### src/rtl/input_mapper.sv
// Player-input front end: merges PS/2 key events (via a runtime key map) and HPS joysticks,
// stretches coin pulses, and optionally applies autofire when AUTOFIRE_EN is defined.
module input_mapper #(
  parameter int PLAYERS         = 2,
  parameter int BUTTONS         = 3,
  parameter int MAP_DEPTH       = 32,
  parameter int COIN_CYCLES     = 16,
  parameter int AUTOFIRE_PERIOD = 4096,
  localparam int JOY_W          = BUTTONS + 7,
  localparam int AW             = $clog2(MAP_DEPTH)
) (
  input  logic                       clock,
  input  logic                       reset,
  input  logic [10:0]                ps2_key,
  input  logic [PLAYERS*JOY_W-1:0]   joystick_in,
  input  logic                       map_wr,
  input  logic [AW-1:0]              map_addr,
  input  logic [15:0]                map_data,
  input  logic [PLAYERS*BUTTONS-1:0] autofire_mask,
  output logic [PLAYERS*JOY_W-1:0]   joystick_out,
  output logic                       key_event
);

  localparam int CW = $clog2(COIN_CYCLES + 1);
  localparam int COIN_BIT = BUTTONS + 5;

  logic                     r_prev_toggle;
  logic [15:0]              r_map [MAP_DEPTH];
  logic [MAP_DEPTH-1:0]     r_key_down;
  logic                     r_hit;
  logic                     r_key_event;
  logic [PLAYERS*JOY_W-1:0] r_joy_out;
  logic [CW-1:0]            r_coin_cnt [PLAYERS];
  logic [PLAYERS-1:0]       r_coin_prev;

  logic                     w_event;
  logic                     w_hit;
  logic [MAP_DEPTH-1:0]     w_match;
  logic [PLAYERS*JOY_W-1:0] w_raw;
  logic [PLAYERS*JOY_W-1:0] w_next;

  assign w_event = ps2_key[10] ^ r_prev_toggle;

  always_comb begin
    w_match = '0;
    for (int i = 0; i < MAP_DEPTH; i++)
      w_match[i] = w_event & r_map[i][15] & (r_map[i][8:0] == ps2_key[8:0]);
  end

  assign w_hit = |w_match;

  // Entries bound to a player or bit outside the vector never match any (p,b) here.
  always_comb begin
    w_raw = joystick_in;
    for (int p = 0; p < PLAYERS; p++)
      for (int b = 0; b < JOY_W; b++)
        for (int i = 0; i < MAP_DEPTH; i++)
          if (r_map[i][15] && (r_map[i][14:13] == 2'(p)) && (r_map[i][12:9] == 4'(b)))
            w_raw[p*JOY_W+b] = w_raw[p*JOY_W+b] | r_key_down[i];
  end

`ifdef AUTOFIRE_EN
  localparam int AFW = $clog2(AUTOFIRE_PERIOD);

  logic [AFW-1:0] r_af_cnt;
  logic           r_af_phase;

  always_ff @(posedge clock) begin
    if (reset) begin
      r_af_cnt   <= '0;
      r_af_phase <= 1'b1;
    end else if (r_af_cnt == AFW'(AUTOFIRE_PERIOD - 1)) begin
      r_af_cnt   <= '0;
      r_af_phase <= ~r_af_phase;
    end else begin
      r_af_cnt <= r_af_cnt + 1'b1;
    end
  end
`else
  logic w_unused;
  assign w_unused = (^autofire_mask) ^ (AUTOFIRE_PERIOD > 1);
`endif

  always_comb begin
    w_next = w_raw;
    for (int p = 0; p < PLAYERS; p++)
      w_next[p*JOY_W+COIN_BIT] = w_raw[p*JOY_W+COIN_BIT] | (r_coin_cnt[p] != '0);
`ifdef AUTOFIRE_EN
    for (int p = 0; p < PLAYERS; p++)
      for (int k = 0; k < BUTTONS; k++)
        if (autofire_mask[p*BUTTONS+k])
          w_next[p*JOY_W+4+k] = w_raw[p*JOY_W+4+k] & r_af_phase;
`endif
  end

  always_ff @(posedge clock) begin
    if (reset) begin
      r_prev_toggle <= ps2_key[10];
      for (int i = 0; i < MAP_DEPTH; i++) r_map[i] <= '0;
      r_key_down  <= '0;
      r_hit       <= 1'b0;
      r_key_event <= 1'b0;
      r_joy_out   <= '0;
      r_coin_prev <= '0;
      for (int p = 0; p < PLAYERS; p++) r_coin_cnt[p] <= '0;
    end else begin
      r_prev_toggle <= ps2_key[10];
      r_hit         <= w_hit;
      r_key_event   <= r_hit;
      r_joy_out     <= w_next;
      // A map write clears its entry's key state even if an event hits it the same cycle.
      for (int i = 0; i < MAP_DEPTH; i++) begin
        if (map_wr && (map_addr == AW'(i))) begin
          r_map[i]      <= map_data;
          r_key_down[i] <= 1'b0;
        end else if (w_match[i]) begin
          r_key_down[i] <= ps2_key[9];
        end
      end
      for (int p = 0; p < PLAYERS; p++) begin
        r_coin_prev[p] <= w_raw[p*JOY_W+COIN_BIT];
        if (w_raw[p*JOY_W+COIN_BIT] && !r_coin_prev[p])
          r_coin_cnt[p] <= CW'(COIN_CYCLES - 1);
        else if (r_coin_cnt[p] != '0)
          r_coin_cnt[p] <= r_coin_cnt[p] - 1'b1;
      end
    end
  end

  assign joystick_out = r_joy_out;
  assign key_event    = r_key_event;

endmodule
### config.mk
export PLATFORM = sky130hd
export DESIGN_NAME = input_mapper
export DESIGN_NICKNAME = d
export VERILOG_FILES = /design/src/rtl/input_mapper.sv
export SDC_FILE = /design/constraint.sdc
export NUM_CORES = 1
export LEC_CHECK = 0
export CAP_MARGIN = 0
export CORE_MARGIN = 5
export CORE_UTILIZATION = 25
export DETAILED_ROUTE_END_ITERATION = 10
export GPL_TIMING_DRIVEN = 0
export MAX_ROUTING_LAYER = met4
export PLACE_DENSITY_LB_ADDON = 0.25
export SKIP_LAST_GASP = 1
export SYNTH_ARGS = -nofsm -noshare
export SYNTH_HDL_FRONTEND = slang
export SYNTH_SLANG_ARGS = --single-unit
### constraint.sdc
create_clock -name clock -period 6.8 [get_ports clock]
set_input_delay 2.04 -clock clock [delete_from_list [all_inputs] [get_ports clock]]
set_output_delay 2.04 -clock clock [all_outputs]
set_load 0.02 [all_outputs]
==> metrics <==
Avg WL per Cell between 30 and 40 um; critical path, cell by cell clkbuf_1 -> inv_1 -> clkbuf_1 -> clkbuf_1 -> nand2_1; Via Count between 20000 and 25000; Setup CP Type in -> reg; Synth Instances between 2000 and 3000; hold slack slightly above 500 ps; clock period minus worst slack around 5400 ps; global-route wire length before repair between 200000 and 250000 um; Max Freq approximately 0.19 GHz; Post-DRT Antenna Nets 0; internal power between 6 and 7 mW; part of the power in registers 48.9%; Worst-path clk slew 60 ps; Post-synth top flop edfxtp_1; cell area after synthesis between 20000 and 30000 sq um; pwr dens ~260 nW/um^2; input/output buffers 63; clk_skew 38.32 ps; CP endpoint kind register; total setup buffers inserted after CTS 0; Comb pwr share roughly 10%; Area Growth Syn to Fin 17.02%; Finish-stage setup viols 0; Min-Delay Path Depth 2; r2r worst-path depth 8; Tightest Hold Check Type reg -> reg; number of synthesized flops with an enable pin 522; num ports slightly above 80; Pre-antenna DRT Iters 6; FF+latch count, synth 579; failing checks capacitance limit, slew limit; most used cell, CP clkbuf_1; worst slew pin tran 1685 ps; grt ovf 0; status complete, but fails checks; unrepaired setup endpoints after global routing false; post_cts resized 0; Max-slew headroom -12.59%; CP max stage delay just under 1000 ps; Unique masters post-synth 70; CTS Buffer Depth 3; sequential fraction of the synthesis area 56.78%; Net Sw Frac 26.28%; layout cell share with drive strength beyond 1 7.371%; number of buffers created by CTS 68; DP HPWL approximately 120000 um; crit share post-route about four fifths; DRT iter0 DRCs about 3000; clock root buffer clkbuf_16; Lkg Pwr 10.63 nW; Post-Route Setup TNS 0 ps; global-route usage over all layers approximately 25%; Critical Path Stages 5; post-synthesis average cell area between 10 and 15 sq um; Design Area, Final 34660 sq um; CTS Sinks between 500 and 600; Peak VDD IR between 0.00015 and 0.0002 V; core footprint between 100000 and 150000 sq um; CP required roughly 6900 ps; worst-skew pair later-pin latency 640 ps; Yosys Warn Count 0; vias in the first global route between 20000 and 25000; highest-delay cell along the critical path clkbuf_1; Startpoint Class input pin; Remaining DRCs 0; PnR Total Power between 8 and 9 mW; DP Area roughly 32000 sq um; Worst Path Arrival about 5500 ps; Max Cap Violations 5; ys async rst share 0%; CTS H-tree depth 3; clock share of power between 40 and 50%; CTS tree done; DR vias/cell around 5.5; Die W 354.2 um; area of the die 125400 sq um; FP Rows 126; GP Congestion around 1.1; hold buffer count at cts 0; initial core utilization about a quarter; Final Hold Fails 0; Critical Path Fanout Max 17; final net count slightly below 3000; syn nets 2741; initial antenna violation count 5; largest net degree at the start of global routing 18; Net Sw Power between 2 and 2.5 mW; worst path bufs/invs 4; Die Span Y around 350 um; crit-path leading delay family buffers and inverters; Final Util just under 30%; drt total wl ~160000 um; max-slew violations 23
==> path summary, 6_finish.rpt <==
check,from,endpoint,slack [ps]
worst max-delay path,reset,r_map[0][152],1420
worst min-delay path,r_key_down[9],r_key_down[9],520
worst min register to register,r_key_down[9],r_key_down[9],520
worst max register to register,r_map[1][207],r_coin_cnt[1][1],2960
==> flip-flops by register name, indices dropped and copies added (netlist names) <==
| name | count |
|---|---|
| key_event | 1 |
| r_hit | 1 |
| r_prev_toggle | 1 |
| r_coin_cnt | 10 |
| r_map | 512 |
| r_key_down | 32 |
| joystick_out | 20 |
| r_coin_prev | 2 |
==> cells in the mapped netlist, types with 8 or more instances <==
cell type | count | area share, %
edfxtp_1 | 522 | 53
nor2_1 | 423 | 5.4
xnor2_1 | 290 | 8.6
nand2_1 | 173 | 2.2
nand3_1 | 116 | 2.0
nand4_1 | 102 | 2.2
a22oi_1 | 95 | 2.4
nor3_1 | 94 | 1.6
nor2b_1 | 85 | 1.8
clkbuf_1 | 70 | 0.89
dfxtp_1 | 57 | 3.9
buf_2 | 52 | 0.88
nor3b_1 | 50 | 1.3
and4b_1 | 36 | 1.2
inv_1 | 36 | 0.46
o22ai_1 | 36 | 0.76
a21oi_1 | 34 | 0.57
nor4_1 | 33 | 0.70
mux2i_1 | 32 | 1.1
nor4b_1 | 31 | 0.92
nand2b_1 | 30 | 0.63
o21ai_0 | 25 | 0.42
nand4b_1 | 24 | 0.71
a31oi_1 | 22 | 0.46
and3_1 | 16 | 0.34
a211oi_1 | 15 | 0.38
and2_1 | 14 | 0.30
nor4bb_1 | 14 | 0.47
and4bb_2 | 13 | 0.55
o2111ai_1 | 12 | 0.35
nand3b_1 | 10 | 0.25
a221oi_1 | 8 | 0.24
a32oi_1 | 8 | 0.24
==> through the flow <==
step	worst slack (ps)	cells
6_report	1421	4418
2_1_floorplan	2356	2678
3_3_place_gp	549.1	4277
3_5_place_dp	807.0	4293
5_1_grt	1431	4416
4_1_cts	1474	4412
==> final cells by class <==
cell class                 instances  area, sq um
antenna                            6        15.01
buffer                           126        549.3
timing repair buffer              79        832.0
inverter                          36        135.1
multi-input combinational       1937        12240
sequential                       579        16820
tap                             1536         1922
clock inverter                    32        307.8
fill                           12282        83270
clock buffer                      87         1836
==> power groups by stage <==
stage | Sequential [mW] | Combinational [mW] | Clock (mW)
3_3_place_gp | 4.39 | 0.887 | 0
3_5_place_dp | 4.39 | 0.896 | 0
4_1_cts | 4.31 | 0.900 | 3.68
2_1_floorplan | 4.32 | 0.509 | 0
6_report | 4.32 | 0.903 | 3.62
5_1_grt | 4.34 | 0.946 | 3.83
==> layer usage <==
metal  vias up  wire length [um]  share of wire [%]  track usage [%]
met3       414             10330                6.6            4.167
met5         -                 0                  0                -
met4         0             12110                7.8            15.78
li1      10346                 -                  -                -
met1     12337             63620                 41            30.26
met2      1215             69240                 45            37.80
==> cell families (layout without fill, tap and decap cells) <==
family / count (synthesis) / after routing / synth area share (%)
compound gates: 318 / 318 / 7.719
xor+xnor: 293 / 293 / 8.665
fa+ha+maj: 2 / 2 / 0.08448
buf+inv: 162 / 360 / 2.311
flops: 579 / 579 / 56.78
mux: 32 / 32 / 1.082
other cells: 0 / 6 / 0
simple gates: 1292 / 1292 / 23.36
==> tightest hold or removal path: stages, from the launching register on <==
cell,delay (ps)
dfxtp_1,340
mux2i_1,70
nor2_1,70
==> layout by cell type (no fill, tap or decap), drive strengths merged, types with 12 or more instances in the layout <==
cell | synthesis | final
inv | 36 | 39
nand4b | 24 | 24
nand4 | 102 | 102
nand3 | 116 | 116
edfxtp | 522 | 522
nor3b | 50 | 50
dfxtp | 57 | 57
nand2b | 30 | 30
and4bb | 16 | 16
o22ai | 36 | 36
mux2i | 32 | 32
nor4 | 36 | 36
a31oi | 22 | 22
nor2b | 85 | 85
o2111ai | 12 | 12
nor2 | 423 | 423
nor3 | 94 | 94
a21oi | 35 | 35
nor4bb | 14 | 14
and2 | 16 | 16
clkdlybuf4s50 | 0 | 63
and4b | 37 | 37
buf | 53 | 69
o21ai | 25 | 25
nor4b | 31 | 31
nand2 | 173 | 173
a22oi | 95 | 95
a211oi | 15 | 15
clkbuf | 73 | 160
and3 | 16 | 16
clkinv | 0 | 22
xnor2 | 290 | 290
No activity file was read; power rests on OpenSTA's default activity.
